**src/rtl/hls_perf_mon_pkg.sv**
```systemverilog
// Shared types and helpers for the HLS handshake performance monitor.
// Stat select encoding and a width-generic saturating increment.
package hls_perf_mon_pkg;

    localparam int unsigned SEL_W     = 3;
    localparam int unsigned MAX_CNT_W = 64;

    typedef enum logic [SEL_W-1:0] {
        SelStartCnt = 3'd0,
        SelDoneCnt  = 3'd1,
        SelLatLast  = 3'd2,
        SelLatMin   = 3'd3,
        SelLatMax   = 3'd4,
        SelIiLast   = 3'd5,
        SelStallCnt = 3'd6,
        SelBusyCnt  = 3'd7
    } perf_sel_e;

    // Counter of the given width held in the low bits; sticks at all-ones.
    function automatic logic [MAX_CNT_W-1:0] sat_inc(input logic [MAX_CNT_W-1:0] val,
                                                      input int unsigned width);
        logic [MAX_CNT_W-1:0] max_val;
        max_val = {MAX_CNT_W{1'b1}} >> (MAX_CNT_W - width);
        return (val >= max_val) ? max_val : val + 64'd1;
    endfunction

endpackage

```
**src/rtl/hls_ts_fifo.sv**
```systemverilog
// Small timestamp FIFO holding start times of outstanding transactions.
// Push while full is dropped unless a pop happens in the same cycle.
module hls_ts_fifo #(
    parameter int unsigned Width = 32,
    parameter int unsigned Depth = 4
) (
    input  logic             clk_i,
    input  logic             rst_ni,
    input  logic             clr_i,
    input  logic             push_i,
    input  logic             pop_i,
    input  logic [Width-1:0] data_i,
    output logic [Width-1:0] data_o,
    output logic             full_o,
    output logic             empty_o
);

    localparam int unsigned PtrW = $clog2(Depth) + 1;

    logic [PtrW-1:0]  wr_ptr_q, wr_ptr_d;
    logic [PtrW-1:0]  rd_ptr_q, rd_ptr_d;
    logic [Width-1:0] mem_q [Depth];
    logic             do_push, do_pop;

    assign empty_o = (wr_ptr_q == rd_ptr_q);
    assign full_o  = (wr_ptr_q[PtrW-1] != rd_ptr_q[PtrW-1]) &&
                     (wr_ptr_q[PtrW-2:0] == rd_ptr_q[PtrW-2:0]);
    assign do_pop  = pop_i & ~empty_o;
    assign do_push = push_i & (~full_o | do_pop);
    assign data_o  = mem_q[rd_ptr_q[PtrW-2:0]];

    always_comb begin
        wr_ptr_d = wr_ptr_q;
        rd_ptr_d = rd_ptr_q;
        if (do_push) wr_ptr_d = wr_ptr_q + PtrW'(1);
        if (do_pop)  rd_ptr_d = rd_ptr_q + PtrW'(1);
        if (clr_i) begin
            wr_ptr_d = '0;
            rd_ptr_d = '0;
        end
    end

    always_ff @(posedge clk_i or negedge rst_ni) begin
        if (!rst_ni) begin
            wr_ptr_q <= '0;
            rd_ptr_q <= '0;
        end else begin
            wr_ptr_q <= wr_ptr_d;
            rd_ptr_q <= rd_ptr_d;
        end
    end

    // Storage needs no reset: pointers define which entries are valid.
    always_ff @(posedge clk_i) begin
        if (do_push) mem_q[wr_ptr_q[PtrW-2:0]] <= data_i;
    end

endmodule

```
**src/rtl/hls_handshake_perf_mon.sv**
```systemverilog
// Per-channel latency / II / stall statistics for HLS ap_ctrl_hs/chain handshakes,
// with a registered indexed read port and sticky overflow/underflow flags.
module hls_handshake_perf_mon
    import hls_perf_mon_pkg::*;
#(
    parameter int unsigned NUM_CH    = 4,
    parameter int unsigned CNT_W     = 32,
    parameter int unsigned OUT_DEPTH = 4
) (
    input  logic                                          ap_clk,
    input  logic                                          ap_rst_n,
    input  logic                                          mon_en,
    input  logic                                          mon_clr,
    input  logic [NUM_CH-1:0]                             ch_start,
    input  logic [NUM_CH-1:0]                             ch_ready,
    input  logic [NUM_CH-1:0]                             ch_done,
    input  logic [NUM_CH-1:0]                             ch_continue,
    input  logic [((NUM_CH > 1) ? $clog2(NUM_CH) : 1)-1:0] rd_ch,
    input  logic [SEL_W-1:0]                              rd_sel,
    output logic [CNT_W-1:0]                              rd_data,
    output logic [NUM_CH-1:0]                             ovf_flags,
    output logic [NUM_CH-1:0]                             unf_flags
);

    function automatic logic [CNT_W-1:0] inc(input logic [CNT_W-1:0] v);
        return CNT_W'(sat_inc(MAX_CNT_W'(v), CNT_W));
    endfunction

    logic [CNT_W-1:0] ts_q;
    logic [CNT_W-1:0] rd_data_q, rd_data_d;
    logic [CNT_W-1:0] stat [NUM_CH][8];

    always_ff @(posedge ap_clk or negedge ap_rst_n) begin
        if (!ap_rst_n) ts_q <= '0;
        else           ts_q <= ts_q + CNT_W'(1);
    end

    for (genvar g = 0; g < NUM_CH; g++) begin : g_ch
        logic             start_ev, done_ev, stall_ev;
        logic             push, pop, full, empty, lat_upd;
        logic [CNT_W-1:0] head_ts, lat;
        logic [CNT_W-1:0] start_cnt_q, start_cnt_d, done_cnt_q, done_cnt_d;
        logic [CNT_W-1:0] lat_last_q, lat_last_d, lat_min_q, lat_min_d, lat_max_q, lat_max_d;
        logic [CNT_W-1:0] ii_last_q, ii_last_d, stall_cnt_q, stall_cnt_d;
        logic [CNT_W-1:0] busy_cnt_q, busy_cnt_d, prev_ts_q, prev_ts_d;
        logic             seen_q, seen_d, ovf_q, ovf_d, unf_q, unf_d;

        assign start_ev = ch_start[g] & ch_ready[g];
        assign done_ev  = ch_done[g] & ch_continue[g];
        assign stall_ev = ch_done[g] & ~ch_continue[g];

        // Start+done on an empty FIFO is a zero-latency pass-through: nothing is queued.
        assign push    = mon_en & ~mon_clr & start_ev & ~(empty & done_ev);
        assign pop     = mon_en & ~mon_clr & done_ev & ~empty;
        assign lat_upd = done_ev & (~empty | start_ev);
        assign lat     = empty ? '0 : ts_q - head_ts;

        hls_ts_fifo #(
            .Width (CNT_W),
            .Depth (OUT_DEPTH)
        ) u_fifo (
            .clk_i   (ap_clk),
            .rst_ni  (ap_rst_n),
            .clr_i   (mon_clr),
            .push_i  (push),
            .pop_i   (pop),
            .data_i  (ts_q),
            .data_o  (head_ts),
            .full_o  (full),
            .empty_o (empty)
        );

        always_comb begin
            start_cnt_d = start_cnt_q;
            done_cnt_d  = done_cnt_q;
            lat_last_d  = lat_last_q;
            lat_min_d   = lat_min_q;
            lat_max_d   = lat_max_q;
            ii_last_d   = ii_last_q;
            stall_cnt_d = stall_cnt_q;
            busy_cnt_d  = busy_cnt_q;
            prev_ts_d   = prev_ts_q;
            seen_d      = seen_q;
            ovf_d       = ovf_q;
            unf_d       = unf_q;
            if (mon_clr) begin
                start_cnt_d = '0;
                done_cnt_d  = '0;
                lat_last_d  = '0;
                lat_min_d   = '1;
                lat_max_d   = '0;
                ii_last_d   = '0;
                stall_cnt_d = '0;
                busy_cnt_d  = '0;
                prev_ts_d   = '0;
                seen_d      = 1'b0;
                ovf_d       = 1'b0;
                unf_d       = 1'b0;
            end else if (mon_en) begin
                if (start_ev) begin
                    start_cnt_d = inc(start_cnt_q);
                    if (seen_q) ii_last_d = ts_q - prev_ts_q;
                    prev_ts_d = ts_q;
                    seen_d    = 1'b1;
                    if (full && !done_ev) ovf_d = 1'b1;
                end
                if (done_ev) begin
                    done_cnt_d = inc(done_cnt_q);
                    if (empty && !start_ev) unf_d = 1'b1;
                end
                if (lat_upd) begin
                    lat_last_d = lat;
                    if (lat < lat_min_q) lat_min_d = lat;
                    if (lat > lat_max_q) lat_max_d = lat;
                end
                if (stall_ev) stall_cnt_d = inc(stall_cnt_q);
                if (!empty)   busy_cnt_d  = inc(busy_cnt_q);
            end
        end

        always_ff @(posedge ap_clk or negedge ap_rst_n) begin
            if (!ap_rst_n) begin
                start_cnt_q <= '0;
                done_cnt_q  <= '0;
                lat_last_q  <= '0;
                lat_min_q   <= '1;
                lat_max_q   <= '0;
                ii_last_q   <= '0;
                stall_cnt_q <= '0;
                busy_cnt_q  <= '0;
                prev_ts_q   <= '0;
                seen_q      <= 1'b0;
                ovf_q       <= 1'b0;
                unf_q       <= 1'b0;
            end else begin
                start_cnt_q <= start_cnt_d;
                done_cnt_q  <= done_cnt_d;
                lat_last_q  <= lat_last_d;
                lat_min_q   <= lat_min_d;
                lat_max_q   <= lat_max_d;
                ii_last_q   <= ii_last_d;
                stall_cnt_q <= stall_cnt_d;
                busy_cnt_q  <= busy_cnt_d;
                prev_ts_q   <= prev_ts_d;
                seen_q      <= seen_d;
                ovf_q       <= ovf_d;
                unf_q       <= unf_d;
            end
        end

        assign stat[g][SelStartCnt] = start_cnt_q;
        assign stat[g][SelDoneCnt]  = done_cnt_q;
        assign stat[g][SelLatLast]  = lat_last_q;
        assign stat[g][SelLatMin]   = lat_min_q;
        assign stat[g][SelLatMax]   = lat_max_q;
        assign stat[g][SelIiLast]   = ii_last_q;
        assign stat[g][SelStallCnt] = stall_cnt_q;
        assign stat[g][SelBusyCnt]  = busy_cnt_q;
        assign ovf_flags[g]         = ovf_q;
        assign unf_flags[g]         = unf_q;
    end

    always_comb begin
        rd_data_d = '0;
        if (32'(rd_ch) < NUM_CH) rd_data_d = stat[rd_ch][rd_sel];
    end

    always_ff @(posedge ap_clk or negedge ap_rst_n) begin
        if (!ap_rst_n) rd_data_q <= '0;
        else           rd_data_q <= rd_data_d;
    end

    assign rd_data = rd_data_q;

endmodule
```
**config.mk**
```make
export PLATFORM = sky130hd
export DESIGN_NAME = hls_handshake_perf_mon
export DESIGN_NICKNAME = d
export VERILOG_FILES = /design/src/rtl/hls_perf_mon_pkg.sv /design/src/rtl/hls_ts_fifo.sv /design/src/rtl/hls_handshake_perf_mon.sv
export SDC_FILE = /design/constraint.sdc
export NUM_CORES = 2
export LEC_CHECK = 0
export CORE_MARGIN = 2
export CORE_UTILIZATION = 55
export CTS_CLUSTER_DIAMETER = 40
export CTS_CLUSTER_SIZE = 30
export DETAILED_ROUTE_END_ITERATION = 6
export PLACE_DENSITY_LB_ADDON = 0.2
export SLEW_MARGIN = 10
export SYNTH_ARGS = -nofsm -noshare
export SYNTH_HDL_FRONTEND = slang
export SYNTH_SLANG_ARGS = --single-unit
```
**constraint.sdc**
```tcl
create_clock -name ap_clk -period 12.8 [get_ports ap_clk]
set_input_delay 1.92 -clock ap_clk [delete_from_list [all_inputs] [get_ports ap_clk]]
set_output_delay 1.92 -clock ap_clk [all_outputs]
set_load 0.02 [all_outputs]
```
======== Word level (Yosys, flattened, before mapping) ========
Memories as Yosys holds them, arrays and structs flattened.
Cells that the tools add are included.
W data, S select, Z words.
word-level totals
  memories kept ........................... 4
  memory bits (writable) .................. 512
  bits in latches ......................... 0
  register bits ........................... 1252
  input bits .............................. 25
  bits in read-only memories .............. 0
operators by class
  shifts and indexed selects .............. 0
  reduce and logical (&&, ||, !) cells .... 105
  bitwise gates (word level) .............. 72
  multiplexer cells ....................... 214
  equality and inequality tests ........... 16
  div/mod/pow operators ................... 0
  add/subtract/negate cells ............... 33
  order comparisons ....................... 26
  multipliers ............................. 0
memory list
  name                  depth  bits a word  read ports  clocked after Yosys merged registers in  wr ports  RTL line           RTL
  g_ch[0].u_fifo.mem_q  4      32           1           0                                        1         hls_ts_fifo.sv:22  logic [Width-1:0] mem_q [Depth];
  g_ch[1].u_fifo.mem_q  4      32           1           0                                        1         hls_ts_fifo.sv:22
  g_ch[2].u_fifo.mem_q  4      32           1           0                                        1         hls_ts_fifo.sv:22
  g_ch[3].u_fifo.mem_q  4      32           1           0                                        1         hls_ts_fifo.sv:22
operator list
  kind                     number
  $mux W32                 142
  $add A32 B1 Y32 const B  17
  $bmux W256 S2            1
  $ge A32 B32 Y1 const B   16
  $mux W256                2
  $sub A32 B32 Y32         8
  $gt A32 B32 Y1           4
  $lt A32 B32 Y1           4
  $bmux W32 S3             1
  $reduce_bool A2 Y1       45
  $reduce_and A3 Y1        20
  $mux W1                  52
  $mux W3                  16
  $and A1 B1 Y1            45
  $reduce_and A2 Y1        20
  $add A3 B1 Y3 const B    8
  $not A1 Y1               17
  $eq A3 B3 Y1             4
  $logic_and A1 B1 Y1      12
  $eq A2 B2 Y1             4
  $logic_not A1 Y1         8
  $ne A2 B2 Y1 const B     4
  $or A1 B1 Y1             8
  $ge A4 B4 Y1 const B     1
  other kinds (4)          7

======== Depth between registers and ports, before layout ========
  depth in word-level cells ............... 9
  gate-level depth with buffers ........... 29
  mapped depth without buffers ............ 25

======== Hierarchy ========
From an unflattened synthesis, not the netlist that was laid out.
unflattened totals
  cell total of the unflattened synthesis .. 10447
  area total of the unflattened synthesis .. 104784.2 µm²
modules (own cells, without submodules)
  module                            instances  cells an instance  area an instance (µm²)
  hls_handshake_perf_mon            1          9567               84119.4
  hls_ts_fifo (g_ch[1].u_fifo ...)  2          220                5175.0
  hls_ts_fifo (g_ch[3].u_fifo)      1          220                5159.9
  hls_ts_fifo (g_ch[0].u_fifo)      1          220                5154.9

======== Least setup slack after synthesis ========
OpenSTA, ideal clock, no wires.
  path kind ............................... register to register
  start ................................... register g_ch[3].u_fifo.rd_ptr_q[0]
  end ..................................... register g_ch[3].lat_max_q[1]
  slack ................................... 6.311 ns
  required time ........................... 12.722 ns
  data arrival time ....................... 6.411 ns
  stages on the path, launching flop included .. 29
  cells stage by stage .................... dfrtp_1 > buf_2 > buf_1 > mux4_2 > inv_1 > ha_1 > and3_1 > and2_1 > a21oi_1 > a2111oi_0 > o41a_1 > o31a_1 > a31oi_1 > xnor2_1 > nand2_1 > inv_1 > ha_1 > nand4_1 > or2_2 > nor3_1 > nand3_1 > or4_1 > nor4b_1 > a211o_1 > or3_1 > buf_2 > clkbuf_2 > o21ai_0 > a21oi_1
between the ends
  word-level cells in the longest chain between the ends .. 7
  elaborated cells between the ends (all ways) .. 15
RTL lines
  what                                                                    RTL line                       RTL
  start: declaration                                                      hls_ts_fifo.sv:21              logic [PtrW-1:0] rd_ptr_q, rd_ptr_d;
  start signal: assignment                                                hls_ts_fifo.sv:49              rd_ptr_q <= rd_ptr_d;
  parallel branches: the longest is 7 deep, another holds $mem_v2 Z4 W32  n/a
  end signal: assignment                                                  hls_handshake_perf_mon.sv:140  lat_max_q <= lat_max_d;
  end: declaration                                                        hls_handshake_perf_mon.sv:43   logic [CNT_W-1:0] lat_last_q, lat_last_d, lat_min_q, lat_min_d, lat_max_q, lat_max_d;
Parallel ways; which one is timed is not known. The select of a mux whose other input is x is not followed.
A chain may end at the register's enable or synchronous reset.

======== Worst setup path in the final report ========
  start ................................... register g_ch[0].u_fifo.rd_ptr_q[0]
  end ..................................... register g_ch[0].lat_min_q[3]
between the ends
  word-level cells in the longest chain between the ends .. 7
  elaborated cells between the ends (all ways) .. 15
RTL lines
  what                                                                    RTL line                       RTL
  start: declaration                                                      hls_ts_fifo.sv:21
  start signal: assignment                                                hls_ts_fifo.sv:49
  parallel branches: the longest is 7 deep, another holds $mem_v2 Z4 W32  n/a
  end signal: assignment                                                  hls_handshake_perf_mon.sv:139  lat_min_q <= lat_min_d;
  end: declaration                                                        hls_handshake_perf_mon.sv:43
Parallel ways; which one is timed is not known. The select of a mux whose other input is x is not followed.

==> metrics.yaml <==
cts_hold_buf: 0
postCtsSetupBuffers: 0
drt-total-wl_um: 366000
timing.critical_path.fanout_max: 32
cts_max_path_buffers: 4
path_category_of_the_worst_min_delay_check: "reg2reg"
synth_fp_nets: 11000
critical-path-slowest-cell: "sky130_fd_sc_hd__mux2i_1"
timing.reg2reg.setup_slack_ns: 4.53
cts.repair.resized: 0
post_drt_antenna_nets: 0
clk_latency_ns: 0.96
synth.ff_latch_count: 1764
rsz0062_at_grt: "no"
cap_violations: 0
run_status: "finished, final reports clean"
regArea_um2: 46900
synth_most_common_cell: "sky130_fd_sc_hd__nand2_1"
crit_required_ns: 13.63
timing.critical_path.arrival_ns: 9.11
timing.final.max_slew_violations: 0
critical_path.max_stage_delay_ns: 0.83
via_count: 87200
tritoncts_clock_tree: "built"
post_route_cells_drive_above_1_share: 0.135
setup_total_negative_slack_ns: 0
worstMarginPinSlew_ns: 1.25
p_comb_frac: 0.050
num_io_pins: 65
cp-start-kind: "register"
initial_utilization: 0.553
hold_violations: 0
final_cycle_share: 0.646
yosys_warnings: 0
grt_use_total: 0.378
ys_top_cells_by_area: "sky130_fd_sc_hd__dfrtp_1, sky130_fd_sc_hd__edfxtp_1, sky130_fd_sc_hd__mux4_2"
grt_antenna_before_repair: 33
power.share.clock: 0.559
remaining_drc_errors: 0
synthFlopType: "sky130_fd_sc_hd__dfrtp_1"
die_area_um2: 192000
clkTransAtPathRegs_ns: 0.06
routabilityCongestion: 1.00
final.setup_skew_ns: 0.0686
critPathCaptureType: "register"
post_synth_most_frequent_cells: "sky130_fd_sc_hd__nand2_1, sky130_fd_sc_hd__dfrtp_1, sky130_fd_sc_hd__a21oi_1"
detailedRoute.firstPassIterationCount: 6
fin_nets: 11000
filler_cell_count_in_the_final_layout: 15000
netlist_instances: 10400
drt_first_iter_violations: 11200
final_core_util: 0.627
power.ir.vdd_worst_uv: 163
synth_top_area_cell: "sky130_fd_sc_hd__dfrtp_1"
clock_sink_count: 1764
finalCriticalPeriod_ns: 8.27
syn_avg_cell_area_um2: 9.95
drt-wirelength-per-cell_um: 27.7
ys_async_sr_fraction: 0.710
design.core.area_um2: 188000
synth-edff-count: 512
intPower_uw: 11300
area_of_the_multi_input_gates_um2: 52300
p_leak_uw: 0.0509
timing.critical_path.buf_inv: 3
cp_top_family: "compound AO/OA/AOI/OAI gates"
buffer_ports.inserted: 64
cts.root.buffer_cell: "sky130_fd_sc_hd__clkbuf_16"
power.sequential.fraction: 0.391
placementRows: 159
timing_worst_setup_path_type: "reg2reg"
max_slew_margin: 0.159
cpMostUsedCell: "sky130_fd_sc_hd__mux2i_1"
switchingPower_uw: 3650
num_cts_buffers: 306
viasPerCell: 6.62
die_height_um: 438
switching_fraction: 0.244
synth_cell_types: 94
finalSetupViolations: 0
synthToLayoutAreaGrowth_pct: 13.3
netlist.area_leader.share: 0.271
die_w_um: 438
wire_length_of_the_first_global_routing_pass_um: 539000
crit_path_cell_trace: "buf_4 -> mux4_2 -> inv_1 -> ha_1 -> a21o_1 -> a221o_1 -> o21ai_2 -> o21ai_2 -> a21o_1 -> a211oi_1 -> a31o_2 -> mux2i_1 -> ha_1 -> nand4_1 -> nor2_1 -> and3_1 -> nand3_1 -> or2_2 -> o22ai_1 -> mux2i_1 -> o221ai_4 -> buf_4 -> mux2i_1 -> nand2_1"
timing.fmax_ghz: 0.121
first_global_vias: 81800
grt_start_max_net_pins: 186
post_synth_instance_area_um2: 104000
total_power_per_unit_cell_area_nw_per_um2: 127
dp.final_hpwl_um: 262000
cts.htree.levels: 5
synth-seq-area-share: 0.451
global_route.overflow_total: 0
[worst min-delay path: stages, from the launching register on]
cell,delay [ns]
sky130_fd_sc_hd__dfrtp_1,0.33
sky130_fd_sc_hd__nand2_1,0.04
sky130_fd_sc_hd__o21ai_0,0.06
[registers in the layout (all words and copies together) (netlist names)]
register,cells
g_ch.busy_cnt_q,128
g_ch.done_cnt_q,128
g_ch.ii_last_q,128
g_ch.lat_last_q,128
g_ch.lat_max_q,128
g_ch.lat_min_q,128
g_ch.ovf_q,4
g_ch.prev_ts_q,128
g_ch.seen_q,4
g_ch.stall_cnt_q,128
g_ch.start_cnt_q,128
g_ch.u_fifo.mem_q,512
g_ch.u_fifo.rd_ptr_q,12
g_ch.u_fifo.wr_ptr_q,12
g_ch.unf_q,4
rd_data,32
ts_q,32
[power groups by stage]
stage / clock network, µW / registers (µW) / logic, µW
2_1_floorplan: 0 / 5950 / 402
5_1_grt: 8670 / 5850 / 788
3_3_place_gp: 0 / 5950 / 719
3_5_place_dp: 0 / 5950 / 726
4_1_cts: 8420 / 5850 / 729
6_report: 8360 / 5860 / 742
[stage by stage]
step                worst slack [ns]  hold WS [ns]  total power, µW  cell area [µm²]  cells
CTS                             4.63         0.477            15000           118000  13200
floorplan                       6.31         0.443             6350           104000  10400
finish                          4.53         0.471            15000           118000  13200
global route                    4.19         0.509            15300           118000  13200
global placement                4.70         0.457             6670           107000  12600
detailed placement              4.63         0.466             6680           107000  12600
[per-layer routing]
| metal | up-vias | part of all wire | track usage |
|---|---|---|---|
| li1 | 38200 | - | - |
| met1 | 43300 | 0.40 | 0.539 |
| met2 | 4895 | 0.42 | 0.535 |
| met3 | 818 | 0.12 | 0.0958 |
| met4 | 22 | 0.058 | 0.191 |
| met5 | - | 0.00036 | 0 |
[cells by family (layout without fill, tap and decap cells)]
group,Yosys count,in the layout,synth area share
and+or+nand+nor,3195,3195,0.140
AOI/OAI and AO/OA,2784,2784,0.160
DFF,1764,1764,0.451
buffers and inverters,1282,1524,0.0469
muxes,621,621,0.114
adders and majority gates,543,543,0.0660
xor gates and xnor gates,246,246,0.0208
other,0,10,0
[cell type report]
cell class              count  share of cell area
clock inverters           179              0.0188
multi-input cells        7389               0.445
diodes                     10            0.000213
repair buffers            268              0.0192
clock buffers             359              0.0694
flip-flops and latches   1764               0.398
inverters                 718              0.0230
well taps                2495              0.0265
[layout by cell type, fill, tap and decap left out, types with 175 or more instances in the layout]
master / count
sky130_fd_sc_hd__nand3_1: 346
sky130_fd_sc_hd__nor2_1: 764
sky130_fd_sc_hd__and3_1: 185
sky130_fd_sc_hd__a21oi_1: 914
sky130_fd_sc_hd__ha_1: 533
sky130_fd_sc_hd__clkbuf_16: 311
sky130_fd_sc_hd__nand2_1: 1201
sky130_fd_sc_hd__inv_1: 717
sky130_fd_sc_hd__o21ai_0: 900
sky130_fd_sc_hd__buf_4: 200
sky130_fd_sc_hd__mux4_2: 448
sky130_fd_sc_hd__dfrtp_1: 1119
sky130_fd_sc_hd__nor3_1: 175
sky130_fd_sc_hd__edfxtp_1: 512
[path summary, 6_finish.rpt]
check / depth (start not counted) / start / end
setup / recovery: 24 / g_ch[0].u_fifo.rd_ptr_q[0]$_DFFE_PN0P_ / g_ch[0].lat_min_q[3]$_DFFE_PN1P_
hold / removal: 2 / g_ch[1].ii_last_q[19]$_DFFE_PN0P_ / g_ch[1].ii_last_q[19]$_DFFE_PN0P_
setup reg to reg: 24 / g_ch[0].u_fifo.rd_ptr_q[0]$_DFFE_PN0P_ / g_ch[0].lat_min_q[3]$_DFFE_PN1P_
hold reg to reg: 2 / g_ch[1].ii_last_q[19]$_DFFE_PN0P_ / g_ch[1].ii_last_q[19]$_DFFE_PN0P_
max in group asynchronous: 3 / ap_rst_n / g_ch[1].lat_max_q[27]$_DFFE_PN0P_
min in group asynchronous: 1 / ap_rst_n / g_ch[0].busy_cnt_q[3]$_DFFE_PN0P_
Power figures use the tool's default switching activity.
